File: src/rtl/led_column_fetch_if.sv
// led_column_fetch_if: read-address / read-data handshake between the column fetcher (master)
// and the SDRAM arbiter (slave).
interface led_column_fetch_if #(
    parameter int unsigned ADDR_W = 24
);
    logic              readReq;
    logic [ADDR_W-1:0] address;
    logic              addressAck;
    logic              readDataValid;
    logic [15:0]       readData;

    modport master (
        output readReq,
        output address,
        input  addressAck,
        input  readDataValid,
        input  readData
    );

    modport slave (
        input  readReq,
        input  address,
        output addressAck,
        output readDataValid,
        output readData
    );
endinterface

File: src/rtl/led_column_fetch.sv
// led_column_fetch: on each column strobe, reads one column of frame data from SDRAM into the LED
// driver's double-buffered line RAM. Define LED_FETCH_OVCNT_EN to add the ovCnt ignored-strobe counter.
module led_column_fetch #(
    parameter int unsigned COL_WORDS  = 128,
    parameter int unsigned NUM_COLS   = 128,
    parameter int unsigned BURST_SIZE = 8,
    parameter int unsigned ADDR_W     = 24
) (
    input  logic                        SDRAM_CLK,
    input  logic                        nReset,
    input  logic                        colStart,
    input  logic [$clog2(NUM_COLS)-1:0] colIndex,
    input  logic [ADDR_W-1:0]           frameBase,
    led_column_fetch_if.master          sdram,
    output logic                        bufWren,
    output logic [$clog2(COL_WORDS):0]  bufWrAddr,
    output logic [15:0]                 bufWrData,
    output logic                        colDone,
    output logic                        busy,
    output logic                        overrun
`ifdef LED_FETCH_OVCNT_EN
    ,
    output logic [15:0]                 ovCnt
`endif
);
    localparam int unsigned WORD_W = $clog2(COL_WORDS);
    localparam int unsigned CNT_W  = WORD_W + 1;
    localparam logic [CNT_W-1:0] LAST_ISS = CNT_W'(COL_WORDS - 1);

    if (COL_WORDS < BURST_SIZE || (COL_WORDS & (COL_WORDS - 1)) != 0 ||
        (BURST_SIZE & (BURST_SIZE - 1)) != 0) begin : gBadParams
        $error("led_column_fetch: COL_WORDS and BURST_SIZE must be powers of 2, COL_WORDS >= BURST_SIZE");
    end

    typedef enum logic [1:0] {IDLE, FETCH, DONE} state_t;

    state_t           state;
    logic [CNT_W-1:0] issCnt;
    logic [CNT_W-1:0] rxCnt;
    logic             bank;

    // Address and data sides advance independently; the column ends when every word has been written.
    always_ff @(posedge SDRAM_CLK or negedge nReset) begin
        if (!nReset) begin
            state         <= IDLE;
            issCnt        <= '0;
            rxCnt         <= '0;
            bank          <= 1'b0;
            sdram.readReq <= 1'b0;
            sdram.address <= '0;
            bufWren       <= 1'b0;
            bufWrAddr     <= '0;
            bufWrData     <= '0;
            colDone       <= 1'b0;
            busy          <= 1'b0;
            overrun       <= 1'b0;
`ifdef LED_FETCH_OVCNT_EN
            ovCnt         <= '0;
`endif
        end else begin
            bufWren <= 1'b0;
            colDone <= 1'b0;

            if (colStart && state != IDLE) begin
                overrun <= 1'b1;
`ifdef LED_FETCH_OVCNT_EN
                if (ovCnt != 16'hFFFF) ovCnt <= ovCnt + 16'd1;
`endif
            end

            case (state)
                IDLE: begin
                    if (colStart) begin
                        sdram.address <= frameBase + (ADDR_W'(colIndex) << WORD_W);
                        issCnt        <= '0;
                        rxCnt         <= '0;
                        sdram.readReq <= 1'b1;
                        busy          <= 1'b1;
                        state         <= FETCH;
                    end
                end
                FETCH: begin
                    if (sdram.readReq && sdram.addressAck) begin
                        sdram.address <= sdram.address + ADDR_W'(1);
                        issCnt        <= issCnt + CNT_W'(1);
                        if (issCnt == LAST_ISS) sdram.readReq <= 1'b0;
                    end
                    if (sdram.readDataValid && !rxCnt[WORD_W]) begin
                        bufWren   <= 1'b1;
                        bufWrAddr <= {bank, rxCnt[WORD_W-1:0]};
                        bufWrData <= sdram.readData;
                        rxCnt     <= rxCnt + CNT_W'(1);
                    end
                    // Final write was registered last cycle: hand the bank over.
                    if (rxCnt[WORD_W]) begin
                        sdram.readReq <= 1'b0;
                        colDone       <= 1'b1;
                        bank          <= ~bank;
                        state         <= DONE;
                    end
                end
                DONE: begin
                    busy  <= 1'b0;
                    state <= IDLE;
                end
                default: state <= IDLE;
            endcase
        end
    end
endmodule

File: src/flat_wrapper.sv
// flat-port wrapper written by rule: the top's interface ports become plain ports
module led_column_fetch_flat 
#(
    parameter int unsigned COL_WORDS  = 128,
    parameter int unsigned NUM_COLS   = 128,
    parameter int unsigned BURST_SIZE = 8,
    parameter int unsigned ADDR_W     = 24
)
  (SDRAM_CLK, nReset, colStart, colIndex, frameBase, bufWren, bufWrAddr, bufWrData, colDone, busy, overrun, sdram_readReq, sdram_address, sdram_addressAck, sdram_readDataValid, sdram_readData);
  led_column_fetch_if #(.ADDR_W(ADDR_W)) sdram_i ();
  input  logic SDRAM_CLK;
  input  logic nReset;
  input  logic colStart;
  input  logic [$clog2(NUM_COLS)-1:0] colIndex;
  input  logic [ADDR_W-1:0] frameBase;
  output logic bufWren;
  output logic [$clog2(COL_WORDS):0] bufWrAddr;
  output logic [15:0] bufWrData;
  output logic colDone;
  output logic busy;
  output logic overrun;
  output wire logic [$bits(sdram_i.readReq)-1:0] sdram_readReq;
  output wire logic [$bits(sdram_i.address)-1:0] sdram_address;
  input wire logic [$bits(sdram_i.addressAck)-1:0] sdram_addressAck;
  input wire logic [$bits(sdram_i.readDataValid)-1:0] sdram_readDataValid;
  input wire logic [$bits(sdram_i.readData)-1:0] sdram_readData;
  assign sdram_readReq = sdram_i.readReq;
  assign sdram_address = sdram_i.address;
  assign sdram_i.addressAck = sdram_addressAck;
  assign sdram_i.readDataValid = sdram_readDataValid;
  assign sdram_i.readData = sdram_readData;
  led_column_fetch #(.COL_WORDS(COL_WORDS), .NUM_COLS(NUM_COLS), .BURST_SIZE(BURST_SIZE), .ADDR_W(ADDR_W)) u_core (.SDRAM_CLK(SDRAM_CLK), .nReset(nReset), .colStart(colStart), .colIndex(colIndex), .frameBase(frameBase), .sdram(sdram_i), .bufWren(bufWren), .bufWrAddr(bufWrAddr), .bufWrData(bufWrData), .colDone(colDone), .busy(busy), .overrun(overrun));
endmodule
File: config.mk
export PLATFORM = sky130hd
export DESIGN_NAME = led_column_fetch_flat
export DESIGN_NICKNAME = d
export VERILOG_FILES = /design/src/rtl/led_column_fetch_if.sv /design/src/rtl/led_column_fetch.sv /design/src/flat_wrapper.sv
export SDC_FILE = /design/constraint.sdc
export NUM_CORES = 1
export LEC_CHECK = 0
export BUFFER_PORTS_ARGS = -buffer_cell sky130_fd_sc_hd__buf_2
export CAP_MARGIN = 0
export CELL_PAD_IN_SITES_DETAIL_PLACEMENT = 1
export CELL_PAD_IN_SITES_GLOBAL_PLACEMENT = 1
export CORE_ASPECT_RATIO = 1.2
export CORE_UTILIZATION = 35
export DETAILED_ROUTE_END_ITERATION = 12
export MAX_ROUTING_LAYER = met4
export PLACE_DENSITY_LB_ADDON = 0.1
export SYNTH_ARGS = -nofsm -noshare
export SYNTH_HDL_FRONTEND = slang
export SYNTH_SLANG_ARGS = --single-unit
File: constraint.sdc
create_clock -name SDRAM_CLK -period 4.9 [get_ports SDRAM_CLK]
set_input_delay 0.245 -clock SDRAM_CLK [delete_from_list [all_inputs] [get_ports SDRAM_CLK]]
set_output_delay 0.245 -clock SDRAM_CLK [all_outputs]
set_load 0.005 [all_outputs]
==> results of run 1 <==
-- routing by layer --
layer / routed length [um] / up-vias / share of wire (%)
li1: - / 1592 / -
met1: 4440 / 1612 / 45
met2: 4930 / 72 / 50
met3: 325 / 13 / 3.3
met4: 202 / 0 / 2.0
met5: 0 / - / 0
-- final timing paths --
| path | depth (start not counted) | slack [ps] | to | start |
|---|---|---|---|---|
| max | 5 | 2700 | u_core.issCnt[7] | u_core.state[1] |
| min | 1 | 40 | u_core.bufWrData[0] | nReset |
| max reg2reg | 5 | 2700 | u_core.issCnt[7] | u_core.state[1] |
| min reg2reg | 1 | 470 | u_core.bank | u_core.bank |
| max in group asynchronous | 1 | 4250 | u_core.state[1] | nReset |
| min in group SDRAM_CLK | 2 | 140 | u_core.bufWrData[1] | sdram_readData[1] |
-- state kept, by name (all words and copies together), names as in the netlist, 2 cells and up --
name / cells
u_core.bufWrAddr: 8
u_core.issCnt: 8
u_core.bufWrData: 16
u_core.state: 2
u_core.sdram.address: 24
u_core.rxCnt: 8
-- report_power, final --
part / internal (mW) / switching [mW] / total (mW)
Clock: 0.392 / 0.241 / 0.632
Sequential: 0.701 / 0.108 / 0.809
Combinational: 0.180 / 0.179 / 0.359
-- metrics by stage --
stage               power [mW]  area [um^2]  setup slack (ps)  instances
finish                    1.80         4770              2700        612
global route              1.91         4770              2520        612
CTS                       1.83         4770              2680        612
detailed placement        1.18         4490              2520        596
global placement          1.17         4490              2560        596
floorplan                 1.01         3880              2880        378
-- layout make-up --
type | count | area (um^2) | share of cell area, %
multi-input cells | 286 | 1970 | 41.3
well taps | 129 | 161 | 3.39
inverters | 2 | 7.51 | 0.157
clock buffers | 12 | 236 | 4.96
clock inverters | 4 | 45.0 | 0.945
repair buffers | 107 | 546 | 11.4
flip-flops and latches | 72 | 1800 | 37.8
-- cell usage in the layout, fill, tap and decap left out, types with 4 or more instances in the layout --
master     count
and4_1         4
and3_1         6
clkbuf_16      9
buf_4          4
a21o_1         5
o22ai_1        5
nand3_1       10
xnor2_1        8
nand2_1       30
ha_1          10
a31oi_1        6
buf_2        103
xor2_1        17
nor2_1        31
mux2_2        25
dfrtp_1       72
a21oi_1       31
o21ai_0       22
nand4_1       13
nor3_1         6
-- logic make-up (layout without fill, tap and decap cells) --
kind of cell / count (synthesis) / in the layout / share of synthesized area [%]
flip-flops: 72 / 72 / 46.4
multiplexers: 26 / 26 / 7.51
buffers and inverters: 20 / 125 / 2.87
adder cells (fa/ha/maj): 11 / 11 / 3.74
AO/OA/AOI/OAI: 95 / 95 / 15.3
AND/OR/NAND/NOR: 129 / 129 / 18.5
XOR/XNOR: 25 / 25 / 5.64
-- worst max-delay path, cell delays in order, from the launching register on --
cell     delay (ps)
dfrtp_1         460
or3b_1          550
nand2_2         400
nand4_2         220
or3_1           340
a21oi_1         150
==> metrics.txt, run 1 <==
status=finished with violations; failing checks=design-rule violations; Die W=98.1 um; most common cell in the netlist=dfrtp_1; RSZ-0062 raised after global routing=false; CP Class=reg -> reg; final worst-path cycle share=44.9%; vias in the first global route=3310; final net count=541; Post-Syn Nets=441; Routed WL per cell=about 16 um; Clock Pin Slew Worst Setup and Hold Paths=50 ps; first-pass GRT wire length=16600 um; WP data required=5160 ps; initial core utilization=36.4%; most frequent cells after synthesis=dfrtp_1 (72), a21oi_1 (31), nor2_1 (31); largest net degree at the start of global routing=73; final RePlAce weighted congestion=between 0.8 and 0.9; Max Fclk=0.454 GHz; H-tree lvl count=3; max-cap viol count=0; crit path capture type=flop; post-CTS sizing=0; core area=10700 um^2; top cell type's share of synthesized area=46.4%; WL final=~10000 um; vias per inst=5.37; fill cell count=1238; Root Driver=clkbuf_16; # Post-CTS Setup Buffers=0; Hold Path Class=in -> async; remaining antenna violation count=0; met3 Track Usage GR=3.40%; port bufs=104; DR DRC count=7; final core utilization=44.7%; ys async rst share=100%; Inserted Clock Buffers=9; DP Wirelength=7050 um; grt total ovfl=0; DIE AREA=11500 um^2; met1 GRT Util=23.1%; final hold vios=0; largest area contributor in the netlist=dfrtp_1; layout cell share with drive strength beyond 1=32.7%; Final setup viols=0; Post-Syn Instances=378; GR Util All Layers=roughly a fifth; CTS tree=done; Crit path arrival time=between 2000 and 2500 ps; most common flop cell mapped by yosys=dfrtp_1; Final min period=2200 ps; clk_skew=5.21 ps; Post-synth EDFFs=0; antenna violations before repair=0; synthesis-to-layout area growth=22.8%; Pleak=2.23 nW; via count=3289; M2 GR Usage=30.0%; Synth Cell Area=approximately 3900 um^2; CP Launch Type=flop; Syn. warnings=0; worst-case clock buffer depth=2; clk_lat worst skew=330 ps; top cells by area, synth=dfrtp_1 (46%), mux2_2 (7.3%), a21oi_1 (4.0%); post-synth cell types=61; sequential area share after synthesis=46.4%; worst slew pin tran=927 ps; Die Y=117 um; hold_ws=40.2 ps; Max VDD drop=0.000161 V; pins over their slew limit=0; Seq cells post-synth=slightly above 70; setup_tns=0 ps; CP max FO=22; worst rel slew slack=38.2%; diode count=0; Synth Area per Inst=approximately 10 um^2; Power Density=378 nW/um^2; Sink Count=a little over 70; drt first pass iters=10; GRT busiest layer=met2; io pins=~110; hold bufs inserted after CTS=0; DR iter-0 viols=134; # rows=41
(Power assumes the default switching activity.)
==> inputs of run 2 (changes only) <==
Clock period 4.9 ns to 1.96 ns, I/O delays scaled along.
==> run 2 against run 1 <==
Effect of this change:
- the run still ends with design-rule violations left
- cell count is 6.0% higher
- first-iteration DRC count is 17% lower
- wire length up 5.0%
- clock power rose to 3.2 times the previous value
- cell area rose by 9.3%
- clock skew about the same
- global-route usage rose by 0.61 points
- worst hold slack worse by 30 ps
- combinational power rose to 2.9 times the previous value
- clock-buffer cell count fell by 3
- utilization rose by 4.2 points
- critical path depth rose by 3
==> metrics.txt, run 2 (synthesized netlist as in run 1, its figures left out) <==
status=finished with violations; failing checks=design-rule violations; # Post-CTS Setup Buffers=0 (unchanged); Max Used Layer=met4; most flop-heavy register=u_core.sdram.address; Reg-to-Reg End=u_core.sdram.address[14]; routed wl met3=309 um (-4.9%); H-tree lvl count=3 (unchanged); Reg2Reg Setup Slack=170 ps (-2530 ps); clk_skew=5.60 ps (+0.388 ps); CP max FO=5 (-77%); max-cap viol count=0 (unchanged); grt total ovfl=0 (unchanged); Die W=98.1 um (unchanged); Max Fclk=0.556 GHz; Clock Pin Slew Worst Setup and Hold Paths=60 ps (about the same); pins over their slew limit=0 (unchanged); synthesis-to-layout area growth=34.3%; CP Class=in -> reg; io pins=105 (unchanged); CP Cell Sequence=buf_2, ha_1, fa_1, a211oi_1, o21a_1, nor3b_1, xor2_1, a221o_1; worst slew pin tran=689 ps (-238 ps); RSZ-0062 raised after global routing=false; worst rel slew slack=54.1% (+16 points); Max VDD drop=0.000511 V (+220%); Final min period=around 1800 ps; critical hold path startpoint=sdram_readData[11]; port bufs=104 (unchanged); highest-count cells in the layout ignoring fill and taps=buf_2 (103), dfrtp_1 (72), nor2_1 (31), a21oi_1 (31), nand2_1 (30); reg2reg start=u_core.sdram.address[0]; worst setup path end=u_core.sdram.address[19]; DIE AREA=11500 um^2 (unchanged); setup_tns=0 ps (unchanged); Pleak=2.46 nW (+10%); DP Wirelength=7510 um (+6.5%); CP Launch Type=input pin; R2R depth=7 (+2); initial core utilization=36.4% (unchanged); # rows=41 (unchanged); via count=3446 (+4.8%); top flop regs=u_core.sdram.address x24, u_core.bufWrData x16; Die Y=117 um (unchanged); GR Util All Layers=19.3% (+0.61 points); layout cell share with drive strength beyond 1=35.6% (+2.9 points); met2 wire len=5260 um (+6.6%); vias per inst=5.31 (-1.2%); Routed WL per cell=16.0 um (-1.0%); CTS tree=done; most common cell after layout, fill and taps aside=buf_2; vias in the first global route=3510 (+6.0%); Largest register FFs=24 (unchanged); final RePlAce weighted congestion=0.794 (-1.1%); max incr delay on CP=400 ps (-150 ps); final worst-path cycle share=91.7%; final worst setup slack=163 ps (-2540 ps); Critical path origin=colIndex[0]; Setup WS pre-CTS=-224 ps (-2740 ps); crit path capture type=flop; diode count=0 (unchanged); WP data required=2180 ps (-2980 ps); Sink Count=72 (unchanged); Hold Path Class=in -> reg; largest net degree at the start of global routing=53 (-27%); final net count=578 (+6.8%); placed standard-cell area=4690 um^2 (+4.5%); Final setup viols=0 (unchanged); remaining antenna violation count=0 (unchanged); core area=10700 um^2 (unchanged); drt first pass iters=10 (unchanged); worst-case clock buffer depth=2 (unchanged); final hold vios=0 (unchanged); clk_lat worst skew=330 ps (about the same); Crit path arrival time=2020 ps (-440 ps); antenna violations before repair=0 (unchanged); WL met1=4650 um (+4.7%); Root Driver=clkbuf_16; CP max-delay cell=fa_1; DR DRC count=10 (+3); first-pass GRT wire length=17300 um (+4.6%); DR iter-0 viols=111 (-17%); Inserted Clock Buffers=9 (unchanged); design area=5210 um^2 (+9.3%); WL final=10400 um (+5.0%); Power Density=970 nW/um^2 (+160%)
## run 2: cell count changes in the layout (fill, tap and decap cells not counted), sizes merged
cell / previous run / this run
dlygate4sd3: 0 / 15
clkbuf: 12 / 9
inv: 2 / 3
buf: 107 / 129
bufinv: 1 / 4
clkinv: 3 / 2
## run 2: metal layers
metal	vias up	global-route usage (%)
met3	8	2.26
met1	1685	23.3
li1	1672	-
met4	0	8.21
met5	-	-
met2	81	32.7
## run 2: power by group
group | internal [mW] | switching [mW]
Combinational | 0.542 | 0.510
Clock | 1.38 | 0.637
Sequential | 1.75 | 0.239
Total | 3.67 | 1.39
## run 2: timing repair
| item | CTS | global route |
|---|---|---|
| endpoints found under the hold margin | 65 | 0 |
| hold buffers | 15 | 0 |
| endpoints found under the setup margin | 0 | 3 |
| resized for setup | 0 | 2 |
## run 2: worst max-delay path, delay by kind of cell
kind	cells	cell delay [ps]
xor gates and xnor gates	1	140
buffers and inverters	1	100
and+or+nand+nor	1	90
AOI/OAI and AO/OA	3	970
adders and majority gates	2	610
## run 2: worst min-delay path by stage
stage,slack (ps),to,cells after the start
CTS,1,u_core.bufWrData[11],2
global route,2,u_core.bufWrData[4],2
finish,10,u_core.bufWrData[11],2
global placement,190,u_core.bufWrData[0],1
detailed placement,190,u_core.bufWrData[0],1
floorplan,-200,u_core.bank,0
## run 2: per-stage QoR
stage	cells	power (mW)	hold slack (ps)	util (%)
after floorplan	378	2.53	-198	-
after global placement	618	3.01	189	43.9
after detailed placement	618	3.05	193	43.9
after CTS	649	5.13	1.23	48.8
after global routing	649	5.32	2.33	48.9
final	649	5.06	10.5	48.9
## run 2: cell type report
| class | instances | area (um^2) |
|---|---|---|
| clock buffer | 9 | 225 |
| inverter | 2 | 7.51 |
| clock inverter | 7 | 143 |
| tap | 129 | 161 |
| fill | 1223 | 5460 |
| multi-input combinational | 286 | 1980 |
| timing repair buffer | 144 | 898 |
| sequential | 72 | 1800 |
